--- src/rtl/cell_write_arbiter.sv ---
// Arbitrates edit/search cell writes onto the memory_controller write port
// and runs a full-screen clear sweep that also resets every highlight bit.
module cell_write_arbiter #(
  parameter int         COLS_S     = 80,
  parameter int         ROWS_S     = 60,
  parameter int         COLS_L     = 40,
  parameter int         ROWS_L     = 30,
  parameter logic [6:0] CLR_ASCII  = 7'h20,
  parameter logic [5:0] CLR_COLOUR = 6'b111111
) (
  input  logic       CLOCK_50,
  input  logic       resetn,
  input  logic       sL,
  input  logic       clear_req,
  output logic       clear_busy,
  input  logic       r0_req,
  input  logic [6:0] r0_x,
  input  logic [5:0] r0_y,
  input  logic [6:0] r0_ascii,
  input  logic [5:0] r0_colour,
  output logic       r0_ack,
  input  logic       r1_req,
  input  logic [6:0] r1_x,
  input  logic [5:0] r1_y,
  input  logic [6:0] r1_ascii,
  input  logic [5:0] r1_colour,
  output logic       r1_ack,
  output logic [6:0] wrx,
  output logic [5:0] wry,
  output logic [6:0] wascii,
  output logic [5:0] wcolour,
  output logic       wren,
  output logic [6:0] hix,
  output logic [5:0] hiy,
  output logic       highlight,
  output logic       hien,
  output logic [7:0] drop_cnt
);

  localparam logic [7:0] COLS_S_B = 8'(COLS_S);
  localparam logic [7:0] ROWS_S_B = 8'(ROWS_S);
  localparam logic [7:0] COLS_L_B = 8'(COLS_L);
  localparam logic [7:0] ROWS_L_B = 8'(ROWS_L);

  typedef enum logic {ARB, CLEAR} state_t;

  state_t     state_reg, state_next;
  logic       rr_last_reg, rr_last_next;
  logic       sl_snap_reg, sl_snap_next;
  logic [6:0] cx_reg, cx_next;
  logic [5:0] cy_reg, cy_next;

  logic [6:0] wrx_next, wascii_next, hix_next;
  logic [5:0] wry_next, wcolour_next, hiy_next;
  logic       wren_next, hien_next, highlight_next;
  logic       r0_ack_next, r1_ack_next, clear_busy_next;
  logic [7:0] drop_cnt_next;

  // A requester whose ack is high this cycle is still showing the data
  // just written, so it sits out one cycle.
  logic [1:0] req_vec, ack_vec, elig;
  assign req_vec = {r1_req, r0_req};
  assign ack_vec = {r1_ack, r0_ack};

  generate
    for (genvar gi = 0; gi < 2; gi++) begin : g_elig
      assign elig[gi] = req_vec[gi] & ~ack_vec[gi];
    end
  endgenerate

  logic grant0, grant1;
  assign grant0 = elig[0] & (~elig[1] | rr_last_reg);
  assign grant1 = elig[1] & (~elig[0] | ~rr_last_reg);

  logic [6:0] g_x, g_ascii;
  logic [5:0] g_y, g_colour;
  assign g_x      = grant1 ? r1_x      : r0_x;
  assign g_y      = grant1 ? r1_y      : r0_y;
  assign g_ascii  = grant1 ? r1_ascii  : r0_ascii;
  assign g_colour = grant1 ? r1_colour : r0_colour;

  logic [7:0] cols_cur, rows_cur, clr_cols, clr_rows;
  assign cols_cur = sL ? COLS_L_B : COLS_S_B;
  assign rows_cur = sL ? ROWS_L_B : ROWS_S_B;
  assign clr_cols = sl_snap_reg ? COLS_L_B : COLS_S_B;
  assign clr_rows = sl_snap_reg ? ROWS_L_B : ROWS_S_B;

  logic in_range, last_col, last_row;
  assign in_range = ({1'b0, g_x} < cols_cur) && ({2'b00, g_y} < rows_cur);
  assign last_col = ({1'b0, cx_reg} == clr_cols - 8'd1);
  assign last_row = ({2'b00, cy_reg} == clr_rows - 8'd1);

  always_ff @(posedge CLOCK_50 or negedge resetn) begin
    if (!resetn) begin
      state_reg   <= ARB;
      rr_last_reg <= 1'b1;
      sl_snap_reg <= 1'b0;
      cx_reg      <= '0;
      cy_reg      <= '0;
      wrx         <= '0;
      wry         <= '0;
      wascii      <= '0;
      wcolour     <= '0;
      wren        <= 1'b0;
      hix         <= '0;
      hiy         <= '0;
      highlight   <= 1'b0;
      hien        <= 1'b0;
      r0_ack      <= 1'b0;
      r1_ack      <= 1'b0;
      clear_busy  <= 1'b0;
      drop_cnt    <= '0;
    end else begin
      state_reg   <= state_next;
      rr_last_reg <= rr_last_next;
      sl_snap_reg <= sl_snap_next;
      cx_reg      <= cx_next;
      cy_reg      <= cy_next;
      wrx         <= wrx_next;
      wry         <= wry_next;
      wascii      <= wascii_next;
      wcolour     <= wcolour_next;
      wren        <= wren_next;
      hix         <= hix_next;
      hiy         <= hiy_next;
      highlight   <= highlight_next;
      hien        <= hien_next;
      r0_ack      <= r0_ack_next;
      r1_ack      <= r1_ack_next;
      clear_busy  <= clear_busy_next;
      drop_cnt    <= drop_cnt_next;
    end
  end

  always_comb begin
    state_next      = state_reg;
    rr_last_next    = rr_last_reg;
    sl_snap_next    = sl_snap_reg;
    cx_next         = cx_reg;
    cy_next         = cy_reg;
    wrx_next        = wrx;
    wry_next        = wry;
    wascii_next     = wascii;
    wcolour_next    = wcolour;
    wren_next       = 1'b0;
    hix_next        = hix;
    hiy_next        = hiy;
    highlight_next  = highlight;
    hien_next       = 1'b0;
    r0_ack_next     = 1'b0;
    r1_ack_next     = 1'b0;
    clear_busy_next = 1'b0;
    drop_cnt_next   = drop_cnt;

    case (state_reg)
      ARB: begin
        if (clear_req) begin
          state_next   = CLEAR;
          sl_snap_next = sL;
          cx_next      = '0;
          cy_next      = '0;
        end else if (grant0 || grant1) begin
          wrx_next     = g_x;
          wry_next     = g_y;
          wascii_next  = g_ascii;
          wcolour_next = g_colour;
          wren_next    = in_range;
          r0_ack_next  = grant0;
          r1_ack_next  = grant1;
          rr_last_next = grant1;
          if (!in_range && drop_cnt != 8'hFF)
            drop_cnt_next = drop_cnt + 8'd1;
        end
      end
      CLEAR: begin
        wrx_next        = cx_reg;
        wry_next        = cy_reg;
        wascii_next     = CLR_ASCII;
        wcolour_next    = CLR_COLOUR;
        wren_next       = 1'b1;
        hix_next        = cx_reg;
        hiy_next        = cy_reg;
        highlight_next  = 1'b0;
        hien_next       = 1'b1;
        clear_busy_next = 1'b1;
        // Row-major sweep; leaving on the last cell lets ARB arbitrate
        // in the same cycle that cell is presented.
        if (last_col) begin
          cx_next = '0;
          if (last_row) state_next = ARB;
          else          cy_next    = cy_reg + 6'd1;
        end else begin
          cx_next = cx_reg + 7'd1;
        end
      end
      default: state_next = ARB;
    endcase
  end

endmodule

--- config.mk ---
export PLATFORM = sky130hd
export DESIGN_NAME = cell_write_arbiter
export DESIGN_NICKNAME = d
export VERILOG_FILES = /design/src/rtl/cell_write_arbiter.sv
export SDC_FILE = /design/constraint.sdc
export NUM_CORES = 1
export LEC_CHECK = 0
export ABC_AREA = 1
export ABC_CLOCK_PERIOD_IN_PS = 2300
export CAP_MARGIN = 40
export CORE_MARGIN = 2
export CORE_UTILIZATION = 42
export DETAILED_ROUTE_END_ITERATION = 8
export PLACE_DENSITY = 0.76
export REMOVE_ABC_BUFFERS = 1
export SLEW_MARGIN = 20
export SYNTH_ARGS = -nofsm -noshare
export SYNTH_HDL_FRONTEND = slang
export SYNTH_SLANG_ARGS = --single-unit
--- constraint.sdc ---
create_clock -name CLOCK_50 -period 2.3 [get_ports CLOCK_50]
set_clock_uncertainty 0.1 [all_clocks]
set_input_delay 0.46 -clock CLOCK_50 [delete_from_list [all_inputs] [get_ports CLOCK_50]]
set_output_delay 0.46 -clock CLOCK_50 [all_outputs]
set_load 0.05 [all_outputs]
Word level (Yosys, flattened, before mapping)
Cells that the tools add are included.
{"block": "totals", "ff_bits": 67, "latch_bits": 0, "ramBits": 0, "mem_bits_ro": 0, "wordCells": 94, "n_memories": 0}
{"block": "classes", "add_sub_neg": 5, "mul": 0, "div": 0, "n_lt_le_gt_ge": 2, "eq_ne": 8, "shifts": 0, "n_mux": 41, "bitwise": 13, "reduce_logical": 9}
{"op": "$mux W7", "n": 10}
{"op": "$mux W6", "n": 11}
{"op": "$pmux W7 S2", "n": 3}
{"op": "$pmux W6 S2", "n": 3}
{"op": "$mux W1", "n": 12}
{"op": "$add A8 B1 Y8 const B", "n": 1}
{"op": "$eq A6 B8 Y1", "n": 1}
{"op": "$eq A7 B8 Y1", "n": 1}
{"op": "$ne A2 B2 Y1 const B", "n": 4}
{"op": "$ne A8 B8 Y1 const B", "n": 1}
{"op": "$sub A7 B1 Y8 const B", "n": 1}
{"op": "$add A7 B1 Y7 const B", "n": 1}
{"op": "$lt A7 B7 Y1", "n": 1}
{"op": "$not A1 Y1", "n": 7}
{"op": "$sub A6 B1 Y7 const B", "n": 1}
{"op": "$add A6 B1 Y6 const B", "n": 1}
{"op": "$lt A6 B6 Y1", "n": 1}
{"op": "$reduce_and A3 Y1", "n": 2}
{"op": "$and A1 B1 Y1", "n": 4}
{"op": "$pmux W1 S2", "n": 2}
{"op": "$reduce_and A2 Y1", "n": 2}
{"op": "$reduce_and A4 Y1", "n": 1}
{"op": "$logic_and A1 B1 Y1", "n": 2}
{"op": "$ne A2 B1 Y1 const B", "n": 1}
{"op": "3 further kinds", "n": 4}

Longest topological paths before layout
{"block": "logic_depth", "depth_word": 11, "depth_mapped": 13, "depth_no_buf": 12}

Worst setup path before layout
Ideal clock, no wire load.
{"block": "synth_path", "kind": "register to register", "startpoint": "reg r1_ack", "endpoint": "reg drop_cnt[6]", "setup_time_ns": 0.066, "arrival_time_ns": 2.299, "required_time_ns": 2.134, "path_slack_ns": -0.164, "stages_incl_launch_ff": 11, "path_buffers": 0, "synth_period_minus_slack_ns": 2.464, "path_cell_list": "dfrtp_1 > nor2_4 > nand2_4 > mux2_2 > ha_1 > a211o_1 > inv_1 > nand3_4 > nand2_4 > nand2_1 > nand2_1"}
{"block": "synth_via", "elab_chain_len": 9, "word_cells_on_any_way": 15}
{"item": "start, declared", "line_no": "27", "source": "output logic r1_ack,"}
{"item": "start signal, assigned", "line_no": "129", "source": "r1_ack <= r1_ack_next;"}
{"item": "$not A1 Y1 *", "line_no": "67", "source": "assign elig[gi] = req_vec[gi] & ~ack_vec[gi];"}
{"item": "$and A1 B1 Y1 *", "line_no": "67"}
{"item": "$and A1 B1 Y1", "line_no": "73", "source": "assign grant1 = elig[1] & (~elig[0] | ~rr_last_reg);"}
{"item": "$mux W7 / $mux W6 (equally long branches)", "line_no": "77, 78"}
{"item": "$lt A7 B7 Y1 / $lt A6 B6 Y1 (equally long branches)", "line_no": "89", "source": "assign in_range = ({1'b0, g_x} < cols_cur) && ({2'b00, g_y} < rows_cur);"}
{"item": "$logic_and A1 B1 Y1", "line_no": "89"}
{"item": "$logic_not A1 Y1", "line_no": "171", "source": "if (!in_range && drop_cnt != 8'hFF)"}
{"item": "$logic_and A1 B1 Y1", "line_no": "171"}
{"item": "$reduce_and A4 Y1 (no source line) *"}
{"item": "end signal, assigned", "line_no": "131", "source": "drop_cnt <= drop_cnt_next;"}
{"item": "end, declared", "line_no": "37", "source": "output logic [7:0] drop_cnt"}
Every way passes the cells marked *; elsewhere a longest branch is shown, timed or not.
A chain may end at the register's enable or synchronous reset.

Worst setup path after layout
{"block": "layout_path", "startpoint": "reg rr_last_reg", "endpoint": "reg drop_cnt[6]"}
{"block": "layout_via", "elab_chain_len": 9, "word_cells_on_any_way": 14}
{"item": "start, declared", "line_no": "48", "source": "logic rr_last_reg, rr_last_next;"}
{"item": "start signal, assigned", "line_no": "115", "source": "rr_last_reg <= rr_last_next;"}
{"item": "$not A1 Y1", "line_no": "73"}
{"item": "$or A1 B1 Y1", "line_no": "73"}
{"item": "$and A1 B1 Y1", "line_no": "73"}
{"item": "$mux W7 / $mux W6 (equally long branches)", "line_no": "77, 78"}
{"item": "$lt A7 B7 Y1 / $lt A6 B6 Y1 (equally long branches)", "line_no": "89"}
{"item": "$logic_and A1 B1 Y1", "line_no": "89"}
{"item": "$logic_not A1 Y1", "line_no": "171"}
{"item": "$logic_and A1 B1 Y1", "line_no": "171"}
{"item": "$reduce_and A4 Y1 (no source line) *"}
Marked as above.

==> implementation parameters <==
Parameter                              Value

Run status
  Result of the run ... completed

Route
  Vias ... 3319
  Routed wirelength normalized by instance count ... 15.1 um
  Iteration count of the initial detailed-routing pass ... 5
  Number of design rule violations left after detail routing ... 0
  Number of DRC markers after the initial detailed-route iteration ... 172
  Final routed wirelength across all metal layers ... 9.67 mm
  Antenna viol nets, final ... 0
  Vias per cell ... 5.19

Pwr
  Int Power ... 2.84 mW
  Switching pwr ... 1.99 mW
  Pwr Density ... 943 nW/um^2
  Static Leakage ... 2.30 nW
  Switching Fraction ... 41.3%
  Share of total power in combinational logic ... 41.4%
  Clock share of power ... 23.0%
  Worst VDD drop ... 0.340 mV
  Flop pwr share ... 35.6%

Timing
  Total count of hold-check failures in the final report ... 0
  Worst slew slack as a fraction of its limit ... 62.9%
  Min Hold Slack ... 0.372 ns
  Transition at the pin with the smallest max-transition slack ... 0.556 ns
  Number of setup violations in the final report ... 0
  Unrepaired setup endpoints after global routing ... yes
  Setup TNS after final layout ... 0 ns
  Crit share post-route ... 96.7%
  Minimum clock period after layout ... 2.22 ns
  Total count of max-transition violations in the final report ... 0
  Maximum clock frequency ... 450 MHz

Synthesis
  Yosys Warn Count ... 0
  Sequential element share of the synthesized area ... 47.9%
  Cell taking the most area after synthesis ... dfrtp_1
  Largest cells by area after synthesis ... dfrtp_1 47%, nand2_1 10%, nand3_1 8.6%
  Post-Syn Area per Cell ... 8.72 um^2
  Share of the synthesized area in compound gates (AO/OA/AOI/OAI) ... 11.2%
  Number of enable-type register cells in the synthesized netlist ... 0
  Main combinational cell family by area after synthesis ... simple AND/OR/NAND/NOR gates
  Ys flop type ... dfrtp_1
  Gate count after technology mapping ... 402
  Synth top area share ... 47.1%
  Adder and majority cell fraction of the synthesized area ... 2.50%
  Post-synth design cell area ... 3510 um^2
  Distinct cells, synth ... 45
  Number of synthesized register bits ... 67
  Parity-gate share of the synthesized area counting xor and xnor cells ... 3.25%
  Portion of netlist area occupied by mux cells ... 1.28%
  Async set-reset flop share out of synthesis ... 100%
  Simple-gate share of the synthesized area ... 26.6%

Layout
  Number of standard cells in the layout, taps in and fillers out ... 639
  Finished Core Util ... 62.9%
  Final nets ... 594
  Number of inserted filler cells in the final layout ... 671
  Layout Area Growth over Synthesis ... 46.0%
  Finished Cell Area ... 5120 um^2
  Footprint of the multi-input gates ... 1650 um^2
  Fraction of layout cells with a size suffix above 1 ... 15.4%
  Most frequent cells in the layout ... 105 x clkdlybuf4s50_1, 88 x nand2_1, 66 x dfrtp_1
  Number of inserted diodes ... 0
  Register area ... 1680 um^2
  Biggest register ... drop_cnt
  Max FFs per register ... 8
  Most common cell after layout, fill and taps aside ... clkdlybuf4s50_1

Critical path
  Worst setup path category ... reg2reg
  CP endpoint kind ... register
  Data arrival time of the critical path ... 2.41 ns
  Kind of start point of the critical path ... register
  Origin of the critical flop-to-flop path ... rr_last_reg$_DFFE_PN1P_
  Crit-path max FO ... 8
  Req. time, crit path ... 2.49 ns
  Critical Path Source ... rr_last_reg$_DFFE_PN1P_

Die
  Top-level I/O count ... 111
  Core Rows ... 33
  Chip Height ... 95.4 um
  Core Footprint ... 8130 um^2
  Width of the die ... 95.4 um
  Overall die area ... 9090 um^2
  Initial Util ... 43.1%

Placement
  Routability congestion estimate from global placement ... 0.883
  Dpl cell area ... 4780 um^2
  Placed cell count ... 619
  Count of port buffers added during placement ... 109
  Post-DP HPWL ... 6.90 mm

Clock tree
  Number of clock buffers inserted by TritonCTS ... 9
  CTS tree ... built
  Clock slew seen by the registers of the worst setup and hold paths ... 0.07 ns
  Maximum clock path buffer count ... 2
  Clock latency reported for the late side of the worst-skew pair ... 0.35 ns
  Clk Tree Root Cell ... clkbuf_8
  Max H-tree Level ... 3
  CTS sink count ... 67

Global routing
  Via count of the first global-routing pass ... 3302
  Overflow after GRT ... 0
  All-Layer GR Usage ... 22.4%
  First-pass GRT wire length ... 15.6 mm
  Maximum number of pins on one net before global-route repair ... 36
  Number of antenna violations at the first check in global routing ... 0

Min path
  Startpoint of the lowest-slack hold path ... hix[4]$_DFFE_PN0P_
  Worst min path class ... reg2reg

Job
  MaxCap Viol Count ... 0
==> kinds of logic after synthesis <==
group           after synthesis
other cells                   1
simple gates                194
flops                        67
mux                           4
fa+ha+maj                     7
buf+inv                      54
compound gates               62
xor+xnor                     13
==> critical path, cell delays in order (launching register included) <==
cell and delay [ns]:
dfstp_2 0.56, nand3_4 0.08, nand2_4 0.11, mux2_4 0.33, ha_4 0.22, a211o_1 0.29, inv_2 0.10, nand3_4 0.13
nand2_8 0.12, nand2_4 0.06, nand2_2 0.07
==> final cells by class <==
| cell class | instances | share of cell area (%) |
|---|---|---|
| tap | 105 | 2.57 |
| timing repair buffer | 134 | 25.3 |
| clock inverter | 6 | 1.74 |
| clock buffer | 10 | 2.69 |
| sequential | 67 | 32.8 |
| multi-input combinational | 282 | 32.3 |
| inverter | 35 | 2.62 |
==> synth_stat cells, drive strengths merged (5+ instances only) <==
cell type	number
xor2	13
ha	7
o211ai	5
nand2	104
o22ai	8
nor2	15
dfrtp	66
inv	35
buf	12
o21ai	25
nand3	63
clkbuf	7
a21oi	14
==> repair_timing <==
action,CTS,global route
cloned,1,0
pin swaps,7,9
endpoints found under the hold margin,7,0
resized for setup,12,10
buffers inserted,1,1
hold buffers,1,0
endpoints found under the setup margin,9,9
==> routing by layer <==
layer | global-route usage, % | up-vias | wire (um)
li1 | - | 1599 | -
met2 | 36.9 | 108 | 4870
met3 | 4.98 | 21 | 608
met4 | 11.4 | 0 | 283
met1 | 27.7 | 1591 | 3910
met5 | 0 | - | 0
==> stage by stage <==
stage                     power, mW  setup WS [ns]
after floorplan                2.95         -0.436
after global placement         3.64         -0.424
after detailed placement       3.70         -0.504
after CTS                      4.82         0.0305
after global routing           5.08        -0.0425
final                          4.83         0.0761
==> power groups by stage <==
stage	Clock (mW)	Combinational, mW	Sequential, mW
floorplan	0	0.536	2.42
global placement	0	1.93	1.72
detailed placement	0	1.96	1.73
CTS	1.11	1.99	1.72
global route	1.18	2.14	1.76
finish	1.11	2.00	1.72
==> final timing paths <==
check                                          endpoint  slack [ns]  cells past startpoint
worst min-delay path                 hix[4]$_DFFE_PN0P_        0.37                      2
max in group asynchronous       drop_cnt[1]$_DFFE_PN0P_        0.99                      3
worst min register to register       hix[4]$_DFFE_PN0P_        0.37                      2
worst max-delay path            drop_cnt[6]$_DFFE_PN0P_        0.08                     10
worst max register to register  drop_cnt[6]$_DFFE_PN0P_        0.08                     10
min in group asynchronous            hix[0]$_DFFE_PN0P_        0.53                      2
(Power assumes the default switching activity.)
